===== src/rtl/count_bcd_converter.sv =====
// count_bcd_converter: sequential binary-to-BCD converter (shift-and-add-3,
// one input bit per clock) with a start/busy/done handshake.
// Optional feature: define COUNT_AUTO_START_EN to start a conversion on its own
// after reset release and whenever bin_in differs from the last converted value.
// DIGITS must satisfy 10**DIGITS > 2**WIDTH - 1.

module count_bcd_converter #(
  parameter int unsigned WIDTH  = 5,
  parameter int unsigned DIGITS = 2
) (
  input  logic                  clk,
  input  logic                  rst,
  input  logic [WIDTH-1:0]      bin_in,
  input  logic                  start,
  output logic                  busy,
  output logic                  done,
  output logic [4*DIGITS-1:0]   bcd_out
);

  localparam int unsigned CntW = $clog2(WIDTH + 1);

  typedef enum logic {StIdle, StShift} state_e;

  state_e                state;
  logic [WIDTH-1:0]      bin_sh;
  logic [4*DIGITS-1:0]   scratch;
  logic [CntW-1:0]       bit_cnt;

  logic [4*DIGITS-1:0]   scratch_adj;
  logic [4*DIGITS-1:0]   scratch_nxt;
  logic [WIDTH-1:0]      bin_sh_nxt;
  logic                  go;

`ifdef COUNT_AUTO_START_EN
  logic                  fresh;
  logic [WIDTH-1:0]      last_in;

  assign go = start | fresh | (bin_in != last_in);

  // Remember the last started value; fresh requests one conversion after reset.
  always_ff @(posedge clk or negedge rst) begin
    if (!rst) begin
      fresh   <= 1'b1;
      last_in <= '0;
    end else if (state == StIdle && go) begin
      fresh   <= 1'b0;
      last_in <= bin_in;
    end
  end
`else
  assign go = start;
`endif

  // One double-dabble step: add 3 to every digit >= 5, then shift left by one.
  always_comb begin
    scratch_adj = scratch;
    for (int d = 0; d < int'(DIGITS); d++) begin
      if (scratch[4*d +: 4] >= 4'd5) begin
        scratch_adj[4*d +: 4] = scratch[4*d +: 4] + 4'd3;
      end
    end
    {scratch_nxt, bin_sh_nxt} = {scratch_adj, bin_sh} << 1;
  end

  // Control FSM with registered busy/done/bcd_out.
  always_ff @(posedge clk or negedge rst) begin
    if (!rst) begin
      state   <= StIdle;
      bin_sh  <= '0;
      scratch <= '0;
      bit_cnt <= '0;
      busy    <= 1'b0;
      done    <= 1'b0;
      bcd_out <= '0;
    end else begin
      done <= 1'b0;
      case (state)
        StIdle: begin
          if (go) begin
            bin_sh  <= bin_in;
            scratch <= '0;
            bit_cnt <= CntW'(WIDTH);
            busy    <= 1'b1;
            state   <= StShift;
          end
        end
        StShift: begin
          scratch <= scratch_nxt;
          bin_sh  <= bin_sh_nxt;
          bit_cnt <= bit_cnt - CntW'(1);
          if (bit_cnt == CntW'(1)) begin
            bcd_out <= scratch_nxt;
            done    <= 1'b1;
            busy    <= 1'b0;
            state   <= StIdle;
          end
        end
      endcase
    end
  end

endmodule


===== config.mk =====
export PLATFORM = sky130hd
export DESIGN_NAME = count_bcd_converter
export DESIGN_NICKNAME = d
export VERILOG_FILES = /design/src/rtl/count_bcd_converter.sv
export SDC_FILE = /design/constraint.sdc
export NUM_CORES = 1
export LEC_CHECK = 0
export CORE_UTILIZATION = 53
export DETAILED_ROUTE_END_ITERATION = 12
export PLACE_DENSITY = 0.84
export SLEW_MARGIN = 5
export SYNTH_ARGS = -nofsm -noshare
export SYNTH_HDL_FRONTEND = slang
export SYNTH_SLANG_ARGS = --single-unit

===== constraint.sdc =====
create_clock -name clk -period 1.7 [get_ports clk]
set_clock_uncertainty 0.05 [all_clocks]
set_input_delay 0.34 -clock clk [delete_from_list [all_inputs] [get_ports clk]]
set_output_delay 0.34 -clock clk [all_outputs]
set_load 0.1 [all_outputs]

==> results.py <==
metrics = {
    "sta": {
        "slew_viol_final": 0,
        "rsz0062_at_grt": "no",
        "worst_pin_slew_ns": 0.330,
        "period_share": 0.931,
        "timing.setup.tns_ns": 0,
        "slew_headroom": 0.780,
        "timing_hold_violations_final": 0,
        "setup_viol": 0,
        "fin_crit_ns": 1.58,
        "fmax_mhz": 632,
    },
    "synth": {
        "ys_top_cells_by_area": "dfrtp_1, mux2i_1, ha_1",
        "ys_ff_latch": 27,
        "syn_inst": 123,
        "syn_nets": 137,
        "synth_edf_count": 0,
        "ys.flop_type": "dfrtp_1",
        "synth_top_area_share": 0.529,
        "ys_async_sr_fraction": 1.00,
        "synth_common_cells": "dfrtp_1, nand2_1, inv_1, mux2i_1",
        "post-synth-top-count-cell": "dfrtp_1",
        "synth.distinct_cells": 25,
        "yosysWarnings": 0,
        "yosysTopAreaCell": "dfrtp_1",
        "ys_seq_area_frac": 0.529,
        "syn_area_um2": 1280,
        "avgSynthCellArea_um2": 10.4,
    },
    "global_routing": {
        "grt_pass1_wl_um": 4110,
        "antenna_found_initial": 0,
        "grtUsageMet1": 0.271,
        "grt_max_degree": 31,
        "grt.met3_usage": 0.0268,
        "grt_pass1_vias": 929,
        "grt_usage": 0.213,
        "grt_use_met2": 0.371,
        "gr-max-usage-layer": "met2",
        "gr-total-overflow": 0,
    },
    "clock_network": {
        "cts_hold_buffers": 0,
        "clk_pin_slew_ns": 0.15,
        "tritoncts": "done",
        "numClockSinks": 27,
        "clock_path_buffers": 2,
        "htree_num_levels": 1,
        "root_buffer": "clkbuf_4",
        "clock_latency_ns": 0.33,
        "numCtsBuffers": 3,
    },
    "drt": {
        "drc": 0,
        "dr.pass1.iters": 4,
        "via_per_inst": 5.30,
        "antenna_left": 0,
        "drt-wirelength-per-cell_um": 13.4,
        "drtIter0Drc": 14,
        "wl_um": 2300,
        "vias": 911,
    },
    "cells_and_area": {
        "final_cells": 172,
        "n_fill_cell": 147,
        "nets": 159,
        "syn_to_final_growth_pct": 28.6,
        "drive_gt1_frac": 0.194,
        "diodes": 0,
        "utilization": 0.735,
    },
    "critical_path": {
        "r2r_end": "scratch[6]",
        "cp_max_fo": 3,
        "r2r-start": "scratch[4]",
        "worstPathRequired_ns": 1.91,
        "critPathArrivalTime_ns": 1.79,
        "start_kind": "flop",
        "criticalPathCategory": "flop to flop",
        "rr_worst_depth": 5,
        "r2r_slack_ns": 0.12,
        "worstSetupEndpointType": "flop",
    },
    "placement": {
        "gp_congestion": 0.807,
        "dp_hpwl_um": 1750,
        "dp_cells": 167,
        "port_buffers": 17,
    },
    "status": {
        "outcome": "complete, no violations",
    },
    "run": {
        "cap_violations": 0,
    },
    "floorplan": {
        "ios": 18,
        "die_x_um": 51.1,
        "rows": 17,
        "initial_core_util": 0.571,
        "die_area_um2": 2610,
        "core_um2": 2230,
        "die_y_um": 51.1,
    },
    "worst_hold_path": {
        "hold_path.class": "input port to async pin",
    },
}
==> metrics by stage <==
| step | instance area, µm² | hold slack, ns | setup WS [ns] |
|---|---|---|---|
| final | 1640 | 0.311 | 0.117 |
| after global routing | 1640 | 0.331 | 0.00720 |
| after CTS | 1630 | 0.317 | 0.0370 |
| after detailed placement | 1600 | 0.433 | 0.00991 |
| after global placement | 1600 | 0.418 | 0.188 |
| after floorplan | 1280 | -0.00559 | 0.208 |
==> worst max-delay path, stage by stage, from the launching register on <==
cell and delay [ns]:
dfrtp_1 0.44, ha_1 0.20, nand2b_1 0.14, a21oi_2 0.15, mux2_2 0.36, mux2i_1 0.17
==> final cells by class <==
class | count | area, µm² | area share
sequential | 27 | 676 | 0.412
clock inverter | 1 | 5.00 | 0.00305
timing repair buffer | 22 | 320 | 0.195
multi-input combinational | 81 | 546 | 0.332
tap | 28 | 35.0 | 0.0213
clock buffer | 3 | 22.5 | 0.0137
inverter | 10 | 37.5 | 0.0229
==> flip-flops by register name, summed over array words and instances, names as in the netlist <==
| name | flops |
|---|---|
| done | 1 |
| busy | 1 |
| bit_cnt | 3 |
| bcd_out | 8 |
| state | 1 |
| scratch | 8 |
| bin_sh | 5 |
==> per-layer routing <==
metal  part of all wire  wire (µm)  vias up
li1                   -          -      452
met1               0.45       1030      439
met2               0.52       1190       18
met3              0.029         66        2
met4             0.0083         19        0
met5                  0          0        -
==> worst max path at each step <==
stage	startpoint	to	slack, ns
after floorplan	scratch[4]	scratch[6]	0.21
after global placement	scratch[4]	scratch[6]	0.19
after detailed placement	scratch[4]	scratch[6]	0.01
after CTS	scratch[4]	scratch[6]	0.04
after global routing	scratch[5]	scratch[6]	0.007
final	scratch[4]	scratch[6]	0.12
==> cells by family (layout without fill, tap and decap cells) <==
logic type,count (synthesis),after routing,synth area share
simple gates,34,34,0.121
buf+inv,15,36,0.0480
compound gates,26,26,0.120
fa+ha+maj,6,6,0.0588
flops,27,27,0.529
mux,12,12,0.103
xor+xnor,3,3,0.0206
==> layout by cell type (no fill, tap or decap), drive strengths merged <==
master / n
nor3: 3
clkinv: 1
and2: 2
mux2: 3
a21oi: 9
nor2: 5
buf: 15
ha: 6
or2: 1
clkdlybuf4s50: 7
o2bb2ai: 2
mux2i: 9
o21ai: 11
nor3b: 2
inv: 10
nand2: 18
nand2b: 3
o31ai: 2
xnor2: 3
dfrtp: 27
clkbuf: 3
a21o: 2
==> what timing repair did <==
action / 4_1_cts / 5_1_grt
pin swaps: 0 / 1
buffers inserted: 0 / 1
hold endpoints to repair: 0 / 0
endpoints found under the setup margin: 1 / 1
resized for setup: 1 / 2
Power is not shown: default switching activity piles up to over one toggle a cycle in this logic, so the estimate is an artifact.
